===== src/rtl/dmi_pkg.sv =====
// Shared DMI encodings and the bridge state type.
package dmi_pkg;

  localparam int DMI_DATA_W = 32;

  localparam logic [1:0] DMI_OP_NOP   = 2'd0;
  localparam logic [1:0] DMI_OP_READ  = 2'd1;
  localparam logic [1:0] DMI_OP_WRITE = 2'd2;

  localparam logic [1:0] DMI_RESP_SUCCESS = 2'd0;
  localparam logic [1:0] DMI_RESP_FAILED  = 2'd2;
  localparam logic [1:0] DMI_RESP_BUSY    = 2'd3;

  typedef enum logic [2:0] {
    ST_IDLE,
    ST_REQ,
    ST_RESP,
    ST_RET,
    ST_DRAIN
  } dmi_state_e;

endpackage


===== src/rtl/dmi_sat_counter.sv =====
// Saturating event counter: counts inc pulses, sticks at all-ones.
module dmi_sat_counter #(
  parameter int CNT_W = 16
) (
  input  logic             clk,
  input  logic             reset,
  input  logic             inc,
  output logic [CNT_W-1:0] count
);

  // Count up on inc until the value reaches all-ones, then hold.
  always_ff @(posedge clk) begin
    // NOTE: flops are written with <= so every register samples pre-edge values.
    if (reset) begin
      count <= '0;
    end else if (inc && (count != '1)) begin
      count <= count + CNT_W'(1);
    end
  end

endmodule


===== src/rtl/dmi_timeout_bridge.sv =====
// DMI bridge between the DTM and the debug module. Forwards one transaction
// at a time, synthesizes a FAILED response if the DM stays silent, and drains
// the late response after a timeout so it never pairs with a later request.
module dmi_timeout_bridge
  import dmi_pkg::*;
#(
  parameter int ADDR_W  = 7,
  parameter int TIMEOUT = 1024,
  parameter int CNT_W   = 16
) (
  input  logic                  clk,
  input  logic                  reset,

  input  logic                  in_req_valid,
  output logic                  in_req_ready,
  input  logic [ADDR_W-1:0]     in_req_addr,
  input  logic [1:0]            in_req_op,
  input  logic [DMI_DATA_W-1:0] in_req_data,

  output logic                  in_resp_valid,
  input  logic                  in_resp_ready,
  output logic [1:0]            in_resp_resp,
  output logic [DMI_DATA_W-1:0] in_resp_data,

  output logic                  out_req_valid,
  input  logic                  out_req_ready,
  output logic [ADDR_W-1:0]     out_req_addr,
  output logic [1:0]            out_req_op,
  output logic [DMI_DATA_W-1:0] out_req_data,

  input  logic                  out_resp_valid,
  output logic                  out_resp_ready,
  input  logic [1:0]            out_resp_resp,
  input  logic [DMI_DATA_W-1:0] out_resp_data,

  output logic [CNT_W-1:0]      timeout_count,
  output logic [CNT_W-1:0]      stray_count
);

  // Timer counts 0..TIMEOUT-1; reaching the last value ends a wait window.
  localparam int              TMR_W    = $clog2(TIMEOUT);
  localparam logic [TMR_W-1:0] TMR_LAST = TMR_W'(TIMEOUT - 1);

  dmi_state_e            state_q, state_d;
  logic [TMR_W-1:0]      timer_q, timer_d;
  logic [ADDR_W-1:0]     addr_q, addr_d;
  logic [1:0]            op_q, op_d;
  logic [DMI_DATA_W-1:0] wdata_q, wdata_d;
  logic [1:0]            resp_q, resp_d;
  logic [DMI_DATA_W-1:0] rdata_q, rdata_d;
  logic                  drain_q, drain_d;
  logic                  resp_ready_q;
  logic                  resp_hs;
  logic                  timeout_inc;
  logic                  stray_inc;

  assign resp_hs = out_resp_valid && resp_ready_q;

  // Next-state, latch updates and counter events for the transaction FSM.
  always_comb begin
    // NOTE: every variable gets a default first so no path leaves it unassigned (no latch).
    state_d     = state_q;
    timer_d     = timer_q;
    addr_d      = addr_q;
    op_d        = op_q;
    wdata_d     = wdata_q;
    resp_d      = resp_q;
    rdata_d     = rdata_q;
    drain_d     = drain_q;
    timeout_inc = 1'b0;
    stray_inc   = 1'b0;

    case (state_q)
      ST_IDLE: begin
        stray_inc = resp_hs;
        if (in_req_valid) begin
          addr_d  = in_req_addr;
          op_d    = in_req_op;
          wdata_d = in_req_data;
          state_d = ST_REQ;
        end
      end

      ST_REQ: begin
        stray_inc = resp_hs;
        if (out_req_ready) begin
          timer_d = '0;
          state_d = ST_RESP;
        end
      end

      ST_RESP: begin
        // A response on the expiry cycle takes priority over the timeout.
        if (resp_hs) begin
          resp_d  = out_resp_resp;
          rdata_d = out_resp_data;
          state_d = ST_RET;
        end else if (timer_q == TMR_LAST) begin
          resp_d      = DMI_RESP_FAILED;
          rdata_d     = '0;
          drain_d     = 1'b1;
          timeout_inc = 1'b1;
          state_d     = ST_RET;
        end else begin
          timer_d = timer_q + TMR_W'(1);
        end
      end

      ST_RET: begin
        if (in_resp_ready) begin
          timer_d = '0;
          state_d = drain_q ? ST_DRAIN : ST_IDLE;
        end
      end

      ST_DRAIN: begin
        // The first late response is swallowed silently; give up after TIMEOUT cycles.
        if (resp_hs || (timer_q == TMR_LAST)) begin
          drain_d = 1'b0;
          state_d = ST_IDLE;
        end else begin
          timer_d = timer_q + TMR_W'(1);
        end
      end

      default: begin
        state_d = ST_IDLE;
      end
    endcase
  end

  // State and latch registers; out_resp_ready is registered so it stays low in reset.
  always_ff @(posedge clk) begin
    if (reset) begin
      // NOTE: datapath latches are reset as well so outputs read as zero straight after reset.
      state_q      <= ST_IDLE;
      timer_q      <= '0;
      addr_q       <= '0;
      op_q         <= '0;
      wdata_q      <= '0;
      resp_q       <= '0;
      rdata_q      <= '0;
      drain_q      <= 1'b0;
      resp_ready_q <= 1'b0;
    end else begin
      state_q      <= state_d;
      timer_q      <= timer_d;
      addr_q       <= addr_d;
      op_q         <= op_d;
      wdata_q      <= wdata_d;
      resp_q       <= resp_d;
      rdata_q      <= rdata_d;
      drain_q      <= drain_d;
      resp_ready_q <= (state_d != ST_RET);
    end
  end

  assign in_req_ready   = (state_q == ST_IDLE);
  assign out_req_valid  = (state_q == ST_REQ);
  assign in_resp_valid  = (state_q == ST_RET);
  assign out_resp_ready = resp_ready_q;

  assign out_req_addr = addr_q;
  assign out_req_op   = op_q;
  assign out_req_data = wdata_q;
  assign in_resp_resp = resp_q;
  assign in_resp_data = rdata_q;

  dmi_sat_counter #(.CNT_W(CNT_W)) u_timeout_cnt (
    .clk   (clk),
    .reset (reset),
    .inc   (timeout_inc),
    .count (timeout_count)
  );

  dmi_sat_counter #(.CNT_W(CNT_W)) u_stray_cnt (
    .clk   (clk),
    .reset (reset),
    .inc   (stray_inc),
    .count (stray_count)
  );

endmodule


===== config.mk =====
export PLATFORM = sky130hd
export DESIGN_NAME = dmi_timeout_bridge
export DESIGN_NICKNAME = d
export VERILOG_FILES = /design/src/rtl/dmi_pkg.sv /design/src/rtl/dmi_sat_counter.sv /design/src/rtl/dmi_timeout_bridge.sv
export SDC_FILE = /design/constraint.sdc
export NUM_CORES = 1
export LEC_CHECK = 0
export ABC_AREA = 0
export CAP_MARGIN = 25
export CORE_AREA = 2 2 126 79
export CTS_CLUSTER_SIZE = 16
export DETAILED_ROUTE_END_ITERATION = 8
export DIE_AREA = 0 0 128 81
export DONT_BUFFER_PORTS = 1
export GPL_TIMING_DRIVEN = 0
export PLACE_DENSITY = 0.71
export SYNTH_ARGS = -nofsm -noshare
export SYNTH_HDL_FRONTEND = slang
export SYNTH_HIERARCHICAL = 1
export SYNTH_SLANG_ARGS = --single-unit

===== constraint.sdc =====
create_clock -name clk -period 2 [get_ports clk]
set_clock_uncertainty 0.15 [all_clocks]
set_input_delay 0.3 -clock clk [delete_from_list [all_inputs] [get_ports clk]]
set_output_delay 0.3 -clock clk [all_outputs]
set_load 0.1 [all_outputs]

# Word level (Yosys, flattened, before mapping)
# Cells that the tools add are included.
# W data, S select, Z words.
[classes]
n_addsub = 3
n_eq_ne = 15
mux = 26
reduce_logical = 13
[op_table]
columns = ["cell", "count"]
rows = [
  ["$mux W32", 2],
  ["$mux W10", 5],
  ["$pmux W10 S4", 1],
  ["$add A16 B1 Y16 const B", 2],
  ["$ne A16 B16 Y1 const B", 2],
  ["$mux W3", 7],
  ["$pmux W3 S5", 1],
  ["$add A10 B1 Y10 const B", 1],
  ["$eq A10 B10 Y1 const B", 1],
  ["$ne A2 B2 Y1 const B", 5],
  ["$mux W1", 7],
  ["$eq A3 B2 Y1 const B", 2],
  ["$reduce_and A6 Y1", 1],
  ["$mux W2", 2],
  ["$ne A2 B1 Y1 const B", 2],
  ["$reduce_and A2 Y1", 2],
  ["$reduce_and A4 Y1", 1],
  ["$reduce_bool A2 Y1", 2],
  ["$reduce_bool A4 Y1", 1],
  ["$eq A3 B1 Y1 const B", 1],
  ["$eq A3 B3 Y1 const B", 1],
  ["$logic_and A1 B1 Y1", 3],
  ["$logic_not A3 Y1", 1],
  ["$ne A3 B2 Y1 const B", 1],
  ["3 further kinds", 3],
]
[totals]
regBits = 122
in_bits = 81
out_inout_bits = 111
wordCells = 68

# Depth between registers and ports, before layout
[depth]
ltp_word = 5
ltp_mapped = 8
mapped_depth_nobuf = 8

# Hierarchy
# Netlist, hierarchy kept.
[by_module_without_submodules]
columns = ["mod", "instances", "cells_per_inst", "area_each_um2", "seq_area_each_um2"]
rows = [
  ["dmi_timeout_bridge", 1, 407, 3452.1, 1801.7],
  ["dmi_sat_counter", 2, 99, 848.3, 320.3],
]

# Worst setup path before layout
# No wires, ideal clock.
[synth_path]
kind = "register to register"
start = "register state_q[2]"
end = "register addr_q[3], in the netlist out_req_addr[3]"
setup_time_ns = 0.070
t_arrival_ns = 3.387
t_required_ns = 1.780
path_slack_ns = -1.607
stages_incl_launch_ff = 7
n_path_buf = 2
period_less_slack_ns = 3.607
cell_sequence = "dfxtp_1 nor3_1 and2_1 clkbuf_1 clkbuf_1 nand2_1 a21oi_1"
[synth_between]
elab_chain_cells = 2
[synth_rtl]
columns = ["item", "line", "rtl"]
rows = [
  ["start: declaration", "dmi_timeout_bridge.sv:44", "dmi_state_e state_q, state_d;"],
  ["start signal: assignment", "dmi_timeout_bridge.sv:146", "state_q <= state_d;"],
  ["$logic_not A3 Y1", "n/a", ""],
  ["net in_req_ready", "dmi_timeout_bridge.sv:15", "output logic in_req_ready,"],
  ["$reduce_and A2 Y1 (no line)", "n/a", ""],
  ["end signal: assignment", "dmi_timeout_bridge.sv:148", "addr_q <= addr_d;"],
  ["end: declaration", "dmi_timeout_bridge.sv:46", "logic [ADDR_W-1:0] addr_q, addr_d;"],
]
# The timed path passes the listed nets, and every way through them passes these cells.
# A chain may end at the register's enable or synchronous reset.

# Final worst setup path
[layout_path]
start = "register state_q[0]"
end = "register u_timeout_cnt.count[12]"
[layout_between]
elab_chain_cells = 3
[layout_rtl]
columns = ["item", "line", "rtl"]
rows = [
  ["$eq A3 B2 Y1", "dmi_timeout_bridge.sv:73", "case (state_q)"],
  ["$mux W1", "dmi_timeout_bridge.sv:73", ""],
  ["net timeout_inc", "dmi_timeout_bridge.sv:54", "logic timeout_inc;"],
  ["$logic_and A1 B1 Y1", "dmi_sat_counter.sv:16", "end else if (inc && (count != '1)) begin"],
  ["end signal: assignment", "dmi_sat_counter.sv:17", "count <= count + CNT_W'(1);"],
  ["end: declaration", "dmi_sat_counter.sv:8", "output logic [CNT_W-1:0] count"],
]
# The timed path passes the listed nets, and every way through them passes these cells.

==> impl_metrics.csv <==
group,metric,value,unit
finish,final_nets,857,
critical_path,crit_family,"simple AND/OR/NAND/NOR gates",
sta,setup_slack,-0.376,ns
floorplan,io_pins,192,
pwr,cellPowerDensity,832,nW/µm²
cts,cts.sinks,122,
sta,worst_slew_pin_slew,1.11,ns
sta,hold_violations,0,
floorplan,core,9390,µm²
critical_path,crit_path_end_kind,"flip-flop",
floorplan,start_util,0.548,
critical_path,worst-setup-path-type,"flip-flop to flip-flop",
critical_path,cp_max_fo,4,
place,hpwl,9640,µm
finish,synthToLayoutAreaGrowth,63.6,%
synthesis,synth_flop_cell,"dfxtp_1",
floorplan,die_area,10400,µm²
sta,slew_violations,0,
drt,drtIter0Drc,949,
critical_path,critPathMaxStageDelay,0.36,ns
sta,slew-limit-headroom,0.256,
run_status,outcome,"complete, but fails checks",
cts,cts_buffer_depth,2,
sta,post-route-min-period,2.38,ns
floorplan,fp.dieW,128,µm
sta,tns,-13.82,ns
cts,cts_tree,"yes",
drt,wl,23900,µm
synthesis,ys_ff_latch,122,
job,drv_cap,0,
finish,antennaDiodeCount,0,
drt,firstDrtPassIters,6,
critical_path,required,2.13,ns
pwr,p_total,0.00701,W
global_route,antenna_found_initial,0,
synthesis,synth_area,5150,µm²
synthesis,avgSynthCellArea,8.51,µm²
drt,drc,0,
run_status,violations,"negative setup slack",
cts,root_buffer,"clkbuf_16",
synthesis,synth_cell_type_count,53,
critical_path,cp_num_buf_inv,2,
place,gp_congestion,0.936,
pwr,irDropWorstVdd,0.653,mV
critical_path,cp-start-kind,"flip-flop",
critical_path,cp_slowest_cell,"dfxtp_4",
cts,clk_pin_slew_worst_paths,0.07,ns
drt,ant_nets,0,
drt,vias,6337,
pwr,cellLeakagePower,3.04,nW
critical_path,cp_data_arrival_time,2.50,ns
synthesis,synthArstFlopShare,0,
floorplan,num_rows,28,
global_route,busiest_layer,"met2",
global_route,grtUsageMet2,0.537,
synthesis,ys_seq_area_frac,0.474,
cts,worstSkewPairLatency,0.42,ns
cts,cts_made_buffers,17,
synthesis,yosysWarnings,6,
critical_path,path_cells,"buf_6 > nor3b_4 > nand2_2 > nor2_4 > buf_4 > nand4_1 > nor4_2 > and3_1 > nor3_1",
global_route,grt_pass1_wl,26300,µm
global_route,grt_pass1_vias,5253,
finish,num-fill-cells,338,
global_route,grt_max_degree,17,
drt,avgRoutedWirePerCell,26.4,µm
sta,finalCritPeriodShare,1.19,
global_route,met3_usage,0.107,
drt,vias_per_cell,6.99,
sta,report.final.setup_viol,110,
synthesis,syn_nets,689,
synthesis,synth-edff-count,0,
cts,cts_max_level,4,
finish,layout-drive-gt1-share,0.369,
global_route,grt_overflow,0,
synthesis,synth_cells,605,
place,port_buffers,0,
sta,clock.fmax,421,MHz
global_route,groute.usage.overall,0.323,
global_route,grt.met1_usage,0.392,
sta,rsz0062_at_grt,"true",
worst_hold_path,hp-class,"input pin to flip-flop",
floorplan,die_h,81,µm
## path summary, 6_finish.rpt
| check | startpoint | end | slack, ns | cells after the start |
|---|---|---|---|---|
| hold reg to reg | timer_q[6] | timer_q[6] | 0.37 | 2 |
| setup / recovery | state_q[0] | u_timeout_cnt/count[12] | -0.38 | 9 |
| hold / removal | in_req_valid | out_resp_ready | 0.11 | 3 |
| setup reg to reg | state_q[0] | u_timeout_cnt/count[12] | -0.38 | 9 |
## per-stage QoR
step	setup slack (ns)	cells	hold slack, ns	instance area, µm²	util
6_report	-0.376	906	0.111	8420	0.897
3_3_place_gp	-0.247	725	0.289	5560	0.593
3_5_place_dp	-0.284	727	0.294	5600	0.596
5_1_grt	-0.400	906	0.129	8420	0.897
4_1_cts	-0.205	873	0.0288	7520	0.801
2_1_floorplan	-0.0549	605	0.286	5410	-
## sequential cells by signal, indices dropped and copies added, names as in the netlist
register             count
timer_q                 10
u_timeout_cnt/count     16
state_q                  3
out_req_data            32
out_req_addr             7
drain_q                  1
in_resp_resp             2
out_req_op               2
u_stray_cnt/count       16
in_resp_data            32
out_resp_ready           1
## cell type report
class,instances,area [µm²],area share
Sequential cell,122,2580,0.306
Timing Repair Buffer,151,1510,0.179
Clock inverter,15,154,0.0183
Inverter,11,47.5,0.00564
Multi-Input combinational cell,434,3250,0.386
Tap cell,120,150,0.0178
Buffer,36,309,0.0367
Clock buffer,17,425,0.0505
## report_power, final
group | total, W | internal [W] | switching, W
logic | 0.000863 | 0.000381 | 0.000482
clock network | 0.00307 | 0.00176 | 0.00131
registers | 0.00308 | 0.00247 | 0.000617
## synth_stat cells, types with 6 or more instances
master	instances	area share
dfxtp_1	122	0.47
nand2_1	108	0.079
a21oi_1	69	0.067
nor2_1	52	0.038
a22oi_1	33	0.048
clkbuf_1	27	0.020
nand3_1	17	0.017
or4_1	17	0.025
o31ai_1	13	0.019
inv_1	11	0.0080
nor3_1	11	0.011
o21ai_0	11	0.011
nand4_1	10	0.012
nand2b_1	8	0.0097
buf_2	7	0.0068
and4_1	6	0.010
mux2i_1	6	0.012
o21a_1	6	0.0087
or3_1	6	0.0073
## worst register-to-register path, stage by stage (launching register included)
cell	delay [ns]
dfxtp_4	0.36
buf_6	0.13
nor3b_4	0.32
nand2_2	0.12
nor2_4	0.21
buf_4	0.17
nand4_1	0.20
nor4_2	0.28
and3_1	0.23
nor3_1	0.06
## metal layers
layer | vias to the layer above | part of all wire
met5 | - | 0
met4 | 0 | 0.076
met3 | 202 | 0.11
met2 | 620 | 0.46
met1 | 2991 | 0.36
li1 | 2524 | -
## timing repair
action / 4_1_cts / 5_1_grt
pin swaps: 32 / 60
endpoints found under the hold margin: 78 / 0
hold buffers: 78 / 0
setup buffers: 37 / 30
gates cloned: 0 / 5
endpoints found under the setup margin: 66 / 97
gates resized for setup: 69 / 151
## cell families (layout without fill, tap and decap cells)
| kind of cell | count (synthesis) | in the layout | synth area share |
|---|---|---|---|
| AOI/OAI and AO/OA | 151 | 151 | 0.190 |
| DFF | 122 | 122 | 0.474 |
| buffers and inverters | 49 | 230 | 0.0384 |
| xor gates and xnor gates | 5 | 5 | 0.00851 |
| adders and majority gates | 3 | 3 | 0.00729 |
| and+or+nand+nor | 267 | 267 | 0.265 |
| muxes | 8 | 8 | 0.0160 |
## cell usage in the layout (no fill, tap or decap), drive strengths merged, types with 4 or more instances in the layout
master / count
dfxtp: 122
buf: 86
a22oi: 33
inv: 18
o31ai: 13
and2: 4
a21oi: 70
clkbuf: 40
nor2: 52
nand2: 110
nand2b: 8
nor4: 6
nand3: 17
o21a: 6
nor2b: 5
o21ai: 12
and4: 8
or4: 17
o41ai: 5
nand4: 12
xnor2: 5
mux2i: 6
or3: 6
clkinv: 6
dlygate4sd3: 78
nor3: 11
(Power assumes the default switching activity.)
